--- src/rtl/tdm_pkg.sv ---
// Shared TDM definitions for the mux and demux stages.
// Slot numbering, sync-tracker states and default sample width.
package tdm_pkg;

  typedef enum logic [1:0] {
    HUNT  = 2'd0,
    EXP_B = 2'd1,
    EXP_A = 2'd2
  } state_t;

  localparam logic SLOT_A = 1'b0;
  localparam logic SLOT_B = 1'b1;

  localparam int DATA_W_DEF = 8;

endpackage

--- src/rtl/tdm_sync_fsm.sv ---
// Tracks A/B slot alternation on the interleaved stream.
// Emits capture strobes and alignment errors per valid event.
module tdm_sync_fsm
  import tdm_pkg::*;
(
  input  logic   clk,
  input  logic   rst,
  input  logic   in_valid,
  input  logic   in_sync,
  output logic   cap_a,
  output logic   cap_b,
  output logic   err,
  output state_t state
);

  state_t nxt;

  always_ff @(posedge clk) begin
    if (rst) state <= HUNT;
    else     state <= nxt;
  end

  always_comb begin
    nxt   = state;
    cap_a = 1'b0;
    cap_b = 1'b0;
    err   = 1'b0;
    if (in_valid) begin
      unique case (state)
        HUNT: begin
          if (in_sync) begin
            cap_a = 1'b1;
            nxt   = EXP_B;
          end
        end
        EXP_B: begin
          // a repeated sync restarts the frame on the new A
          if (!in_sync) begin
            cap_b = 1'b1;
            nxt   = EXP_A;
          end else begin
            cap_a = 1'b1;
            err   = 1'b1;
          end
        end
        EXP_A: begin
          if (in_sync) begin
            cap_a = 1'b1;
            nxt   = EXP_B;
          end else begin
            err = 1'b1;
            nxt = HUNT;
          end
        end
        default: nxt = HUNT;
      endcase
    end
  end

endmodule

--- src/rtl/tdm_demux2.sv ---
// Two-channel TDM demultiplexer: splits an interleaved stream
// into registered A/B samples with valid, pair and error strobes.
module tdm_demux2
  import tdm_pkg::*;
#(
  parameter int DATA_W = DATA_W_DEF,
  parameter int ERR_W  = 8
) (
  input  logic              clk,
  input  logic              rst,
  input  logic              in_valid,
  input  logic [DATA_W-1:0] in_data,
  input  logic              in_sync,
  output logic [DATA_W-1:0] a_data,
  output logic              a_valid,
  output logic [DATA_W-1:0] b_data,
  output logic              b_valid,
  output logic              pair_valid,
  output logic              locked,
  output logic              sync_err,
  output logic [ERR_W-1:0]  err_count
);

  logic   cap_a;
  logic   cap_b;
  logic   err;
  state_t st;

  tdm_sync_fsm u_fsm (
    .clk      (clk),
    .rst      (rst),
    .in_valid (in_valid),
    .in_sync  (in_sync),
    .cap_a    (cap_a),
    .cap_b    (cap_b),
    .err      (err),
    .state    (st)
  );

  assign locked = (st != HUNT);

  always_ff @(posedge clk) begin
    if (rst) begin
      a_data     <= '0;
      b_data     <= '0;
      a_valid    <= 1'b0;
      b_valid    <= 1'b0;
      pair_valid <= 1'b0;
      sync_err   <= 1'b0;
      err_count  <= '0;
    end else begin
      a_valid    <= cap_a;
      b_valid    <= cap_b;
      pair_valid <= cap_b;
      sync_err   <= err;
      if (cap_a) a_data <= in_data;
      if (cap_b) b_data <= in_data;
      // saturate rather than wrap
      if (err && (err_count != {ERR_W{1'b1}}))
        err_count <= err_count + 1'b1;
    end
  end

endmodule
--- config.mk ---
export PLATFORM = sky130hd
export DESIGN_NAME = tdm_demux2
export DESIGN_NICKNAME = d
export VERILOG_FILES = /design/src/rtl/tdm_pkg.sv /design/src/rtl/tdm_sync_fsm.sv /design/src/rtl/tdm_demux2.sv
export SDC_FILE = /design/constraint.sdc
export NUM_CORES = 1
export LEC_CHECK = 0
export ABC_AREA = 1
export BUFFER_PORTS_ARGS = -buffer_cell sky130_fd_sc_hd__buf_2
export CORE_MARGIN = 3
export CORE_UTILIZATION = 45
export CTS_CLUSTER_SIZE = 28
export DETAILED_ROUTE_END_ITERATION = 12
export PLACE_DENSITY = 0.72
export RECOVER_POWER = 100
export REMOVE_ABC_BUFFERS = 1
export SYNTH_ARGS = -nofsm -noshare
export SYNTH_HDL_FRONTEND = slang
export SYNTH_SLANG_ARGS = --single-unit
--- constraint.sdc ---
create_clock -name clk -period 2 [get_ports clk]
set_clock_uncertainty 0.2 [all_clocks]
set_input_delay 0.1 -clock clk [delete_from_list [all_inputs] [get_ports clk]]
set_output_delay 0.1 -clock clk [all_outputs]
set_load 0.02 [all_outputs]
======== Yosys cells after proc, flatten, opt, wreduce, memory -nomap -nowiden ========
Cells that the tools add are included.
storage, ports and cells
  memory bits (read-only) ................. 0
  memory bits (writable) .................. 0
  register bits ........................... 29
  latch bits .............................. 0
  output and inout bits ................... 29
  word-level logic and storage cells ...... 30
  memories kept ........................... 0
cells by class
  mux-type cells .......................... 12
  reductions and logical operators ........ 5
  bitwise logic cells ..................... 0
  multiply operators ...................... 0
  $lt $le $gt $ge ......................... 0
  divide/modulo/power cells ............... 0
  equality and inequality tests ........... 5
  $add $sub $neg .......................... 1
  shifts and indexed selects .............. 0
operators with widths
  cell                                            count
  adder 8 x 1 -> 8 bit (second input constant)    1
  2-to-1 mux 1 bit                                8
  != test 8 bit (second input constant)           1
  case mux 2 bit (3 select lines)                 1
  2-to-1 mux 2 bit                                2
  != test 2 bit (second input constant)           2
  AND reduction 3 bit                             1
  OR reduction 3 bit                              1
  == test 2 x 1 -> 1 bit (second input constant)  1
  == test 2 bit (second input constant)           1
  logical NOT 2 bit                               1
  case mux 1 bit (2 select lines)                 1
  nonzero test 2 bit                              1
  logical AND 1 bit                               1

======== Longest topological paths before layout ========
  word-level depth ........................ 4
  gate-level depth with buffers ........... 8
  mapped depth without buffers ............ 8

======== Modules after synthesis ========
Synthesis repeated with hierarchy kept, for this count alone.
second synthesis, totals
  cell total of the unflattened synthesis .. 165
  area, all modules ....................... 1,206.2 um2
modules (own cells, without submodules)
  module        times used  cells each  area an instance (um2)
  tdm_demux2    1           147         1,091.0
  tdm_sync_fsm  1           18          115.1

======== Worst setup path after synthesis ========
No wires, ideal clock.
  path kind ............................... reg-to-reg
  from .................................... register err_count[0]
  to ...................................... register err_count[0]
  data required time ...................... 1,685 ps
  clock period less this slack ............ 1,568 ps
  path slack .............................. 432 ps
  setup time .............................. 115 ps
  stages on the path, launching flop included .. 7
  arrival time ............................ 1,252 ps
  path through ............................ dfxtp_1 > ha_1 > nand2_1 > nor2_1 > nand2_2 > a21oi_1 > nor2_1
on the way
  word-level cells in the longest chain between the ends .. 2
  elaborated cells on any way between the ends .. 3
  those cells by class .................... 1 x add/sub; 1 x eq/ne; 1 x reduce/logical
ends and longest elaborated chain
  element                                                                       line              source
  from (decl)                                                                   tdm_demux2.sv:21  output logic [ERR_W-1:0] err_count
  from (signal assigned)                                                        tdm_demux2.sv:60  err_count <= err_count + 1'b1;
  parallel branches: the longest is 2 deep, another holds adder 8 x 1 -> 8 bit  -
Several ways; the timed one is not identified.
A chain may end at the register's enable or synchronous reset.

======== Final worst setup path ========
  from .................................... register err_count[0]
  to ...................................... register err_count[4]
The elaborated chain is that of the path after synthesis.

==> results by stage <==
Clock network:
- The count of cells resized by post-cts repair is 0.
- The number of buffers created by CTS is 5.
- The longest clock path from root to sink contains 2 buffers.
- The clock reaches the later pin of the worst-skew pair after roughly 0.32 ns.
- CTS saw 29 sinks.
- The buffer cell driving the clock tree root is sky130_fd_sc_hd__clkbuf_4.
- TritonCTS built the clock tree.
- The post-CTS repair timing setup buffer count is 0.
- The H-tree was split into 2 levels.
- After clock tree synthesis, the clock-pin slew on the worst setup and hold paths is 0.09 ns.

Global route:
- The initial antenna violation count is 0.
- The global-route wire length before repair is roughly 4.7 mm.
- The all-layer global routing usage is 18.39%.
- Global routing finished with a remaining overflow of 0.
- The via count of the first global-routing pass is 1094.
- The largest net degree at the start of global routing is 25.

Floorplanning:
- During I/O placement, the number of pins put on the boundary was between 40 and 50.
- The initialized floorplan defines 18 standard-cell rows.
- The die is 58.65 um tall.
- The die outline width is 58.65 um.
- In this run the standard cell core region covers 2545 um^2.
- The starting utilization of the core area is 49.02%.
- The area of the die is approximately 3400 um^2.

Layout:
- The final net count is 238.
- The most common library cell in the layout ignoring fill and taps is sky130_fd_sc_hd__nor2_1.
- In the final layout, the share of cells above drive strength 1 is 11.06%.
- The final instance area is ~1600 um^2.
- The number of antenna diodes is 0.
- The top cell types in the final layout, fill and taps aside, are 51 x sky130_fd_sc_hd__nor2_1, 30 x sky130_fd_sc_hd__clkbuf_1, 29 x sky130_fd_sc_hd__dfxtp_1.
- The number of standard cells in the final layout excluding fillers is 256.
- The area added between synthesis and finish is 25.58%.

Synth:
- The register bit count reported by yosys is 29.
- The number of synthesis warnings is 0.
- The cell count after synthesis came out at 174.
- The fraction of synthesized cell area in xor and xnor cells is 0.7021%.
- The multiplexer share of the synthesized area is 0%.
- The mapped netlist covers 1247 um^2.
- In this run the mean area of a mapped cell was 7.169 um^2.
- Summing the areas of all fa, ha and maj instances in the mapped netlist gives 1.003% of the synthesized area.
- After synthesis, the largest family of logic cells by area is simple AND/OR/NAND/NOR gates.
- The number of unique standard cell types used by synthesis is 23.
- The compound-gate portion of the synthesized area is roughly 12%.
- The synthesized netlist devotes 31.19% of its cell area to simple gates.
- Sequential cells were found to cover about 47% of the synthesized design area.

Setup path:
- The highest cell delay on the worst timing path is 0.42 ns.
- STA classifies the critical path endpoint as a register.
- The cell that appears most often on the critical path is sky130_fd_sc_hd__nand2_1.
- In this design, the largest share of critical-path delay is due to simple AND/OR/NAND/NOR gates.
- The peak fanout along the critical path is 10.
- The arrival time reported for the critical path endpoint is 1.75 ns.
- The data required time at the worst endpoint is 2.06 ns.
- By startpoint and endpoint, the worst setup path is classified as register to register.
- The number of buffers and inverters on the critical path is 0.
- The largest individual stage delay along the critical path comes from the cell sky130_fd_sc_hd__dfxtp_1.
- The nature of the critical path startpoint is a register.
- The critical path goes through ha_1 -> nand2_1 -> nor2_1 -> nand2_1 -> nand3_1 -> nand2_1 -> nor2_1.

Detailed routing:
- For this block, the routed nets add up to approximately 3 mm of wire.
- After detailed routing, the number of remaining DRC violations is 0.
- The detailed-routing iteration count for the pre-antenna-repair pass is 4.
- The wire length per cell is 11.69 um.
- The remaining antenna violation count is 0.
- The final route contains 1223 vias.
- In the routed layout, each cell is associated on average with a via count of 4.777.
- After the first detailed-routing iteration, the DRC count stood at 37.

Placed design:
- After detailed placement, the total cell area comes to 1439 um^2.
- The number of buffers inserted by port buffering is 40.
- The HPWL reported at the end of detailed placement is just under 2 mm.
- The number of cells after detailed placement is 238.
- The weighted congestion reported at the end of routability-driven placement is 0.8649.

Power:
- The worst-case IR drop observed on VDD is roughly 0.57 mV.
- The total power after layout is 1.152 mW.
- The static leakage is 0.6670 nW.
- The total power divided by cell area is 735.2 nW/um^2.

STA:
- At the pin with the least slew margin, the transition time is 0.6090 ns.
- In this run the tightest slew margin relative to its limit is 59.35%.
- The smallest clock period supported by the final layout is computed as 1.692 ns.
- The total of endpoints with negative setup slack in the final report is 0.
- The setup TNS is 0 ns.
- The final count of hold timing violations is 0.
- The share of the clock period used by the worst path after layout is 84.59%.
- On the final layout, the worst hold slack is 0.08470 ns.
- The max-slew violation count was 0.
- Setup repair after global routing left no endpoint under its margin.
- Based on the critical path, the design can be clocked at up to 591.1 MHz.

Outcome:
- The flow ran to the end, and the final reports show no timing, DRC or antenna violations.

Worst hold path:
- The classification of the worst-slack hold path is input port to register.

Job:
- Across the run, the number of max-cap violations was 0.
[worst reg2reg max path: cells and delay by family, from the launching register on]
family | cells | cell delay (ns)
simple gates | 6 | 0.75
flops | 1 | 0.42
fa+ha+maj | 1 | 0.26
[synthesized netlist by cell type]
cell	count	area share, %
sky130_fd_sc_hd__o21ai_1	1	0.40
sky130_fd_sc_hd__buf_12	1	1.6
sky130_fd_sc_hd__nand4_1	1	0.50
sky130_fd_sc_hd__a21oi_4	1	1.3
sky130_fd_sc_hd__nand3_1	10	4.0
sky130_fd_sc_hd__inv_1	14	4.2
sky130_fd_sc_hd__clkbuf_1	1	0.30
sky130_fd_sc_hd__a21oi_1	7	2.8
sky130_fd_sc_hd__ha_1	1	1.0
sky130_fd_sc_hd__nand2_2	2	1.0
sky130_fd_sc_hd__buf_4	1	0.60
sky130_fd_sc_hd__dfxtp_1	29	47
sky130_fd_sc_hd__nor2_1	50	15
sky130_fd_sc_hd__o21ai_0	17	6.8
sky130_fd_sc_hd__clkinv_1	1	0.30
sky130_fd_sc_hd__nor3_1	1	0.40
sky130_fd_sc_hd__nand2_4	1	0.90
sky130_fd_sc_hd__xnor2_1	1	0.70
sky130_fd_sc_hd__a21oi_2	1	0.70
sky130_fd_sc_hd__nor2_2	3	1.5
sky130_fd_sc_hd__buf_2	3	1.2
sky130_fd_sc_hd__nand2_1	26	7.8
sky130_fd_sc_hd__inv_2	1	0.30
[worst paths after layout]
kind	startpoint	end	slack (ns)	cells after the start
worst max-delay path	err_count[0]$_SDFFE_PP0P_	err_count[4]$_SDFFE_PP0P_	0.31	7
worst max register to register	err_count[0]$_SDFFE_PP0P_	err_count[4]$_SDFFE_PP0P_	0.31	7
worst min-delay path	in_sync	pair_valid$_SDFF_PP0_	0.08	4
worst min register to register	b_data[7]$_SDFFE_PP0P_	b_data[7]$_SDFFE_PP0P_	0.29	2
[per-layer routing]
metal	up-vias	wire [um]	part of all wire, %	global-route usage (%)
met5	-	0	0	0
met4	0	46	1.5	9.709
met3	5	180	6.0	5.921
met2	30	1464	49	31.74
met1	542	1302	44	19.97
li1	646	-	-	-
[area by class of cell]
class	instances	area, um^2
Clock buffer	7	65.06
Clock inverter	1	5.005
Fill cell	252	978.4
Inverter	16	60.06
Multi-Input combinational cell	123	555.5
Sequential cell	29	580.6
Tap cell	30	37.54
Timing Repair Buffer	50	262.8
[what timing repair did]
item | 4_1_cts | 5_1_grt
endpoints found under the setup margin | 0 | 0
hold endpoints to repair | 21 | 0
hold buffers | 10 | 0
[logic make-up after synthesis]
group / after synthesis
AND/OR/NAND/NOR: 94
XOR/XNOR: 1
adder cells (fa/ha/maj): 1
AO/OA/AOI/OAI: 27
buffers and inverters: 22
flip-flops: 29
[stage by stage]
step / util [%] / worst slack (ns)
6_report: 61.55 / 0.3082
5_1_grt: 61.55 / 0.1086
4_1_cts: 63.23 / 0.3748
3_5_place_dp: 56.54 / 0.3950
3_3_place_gp: 56.54 / 0.4872
2_1_floorplan: - / 0.4124
[flip-flops by register name, summed over array words and instances (netlist names)]
register and count:
b_data 8, u_fsm.state 2, err_count 8, sync_err 1
a_valid 1, a_data 8, pair_valid 1
[report_power, final]
part	switching (mW)	internal (mW)	leakage (nW)
combinational	0.0857	0.0494	0.389
sequential	0.0157	0.599	0.236
clock	0.199	0.203	0.0413
(Power assumes the default switching activity.)
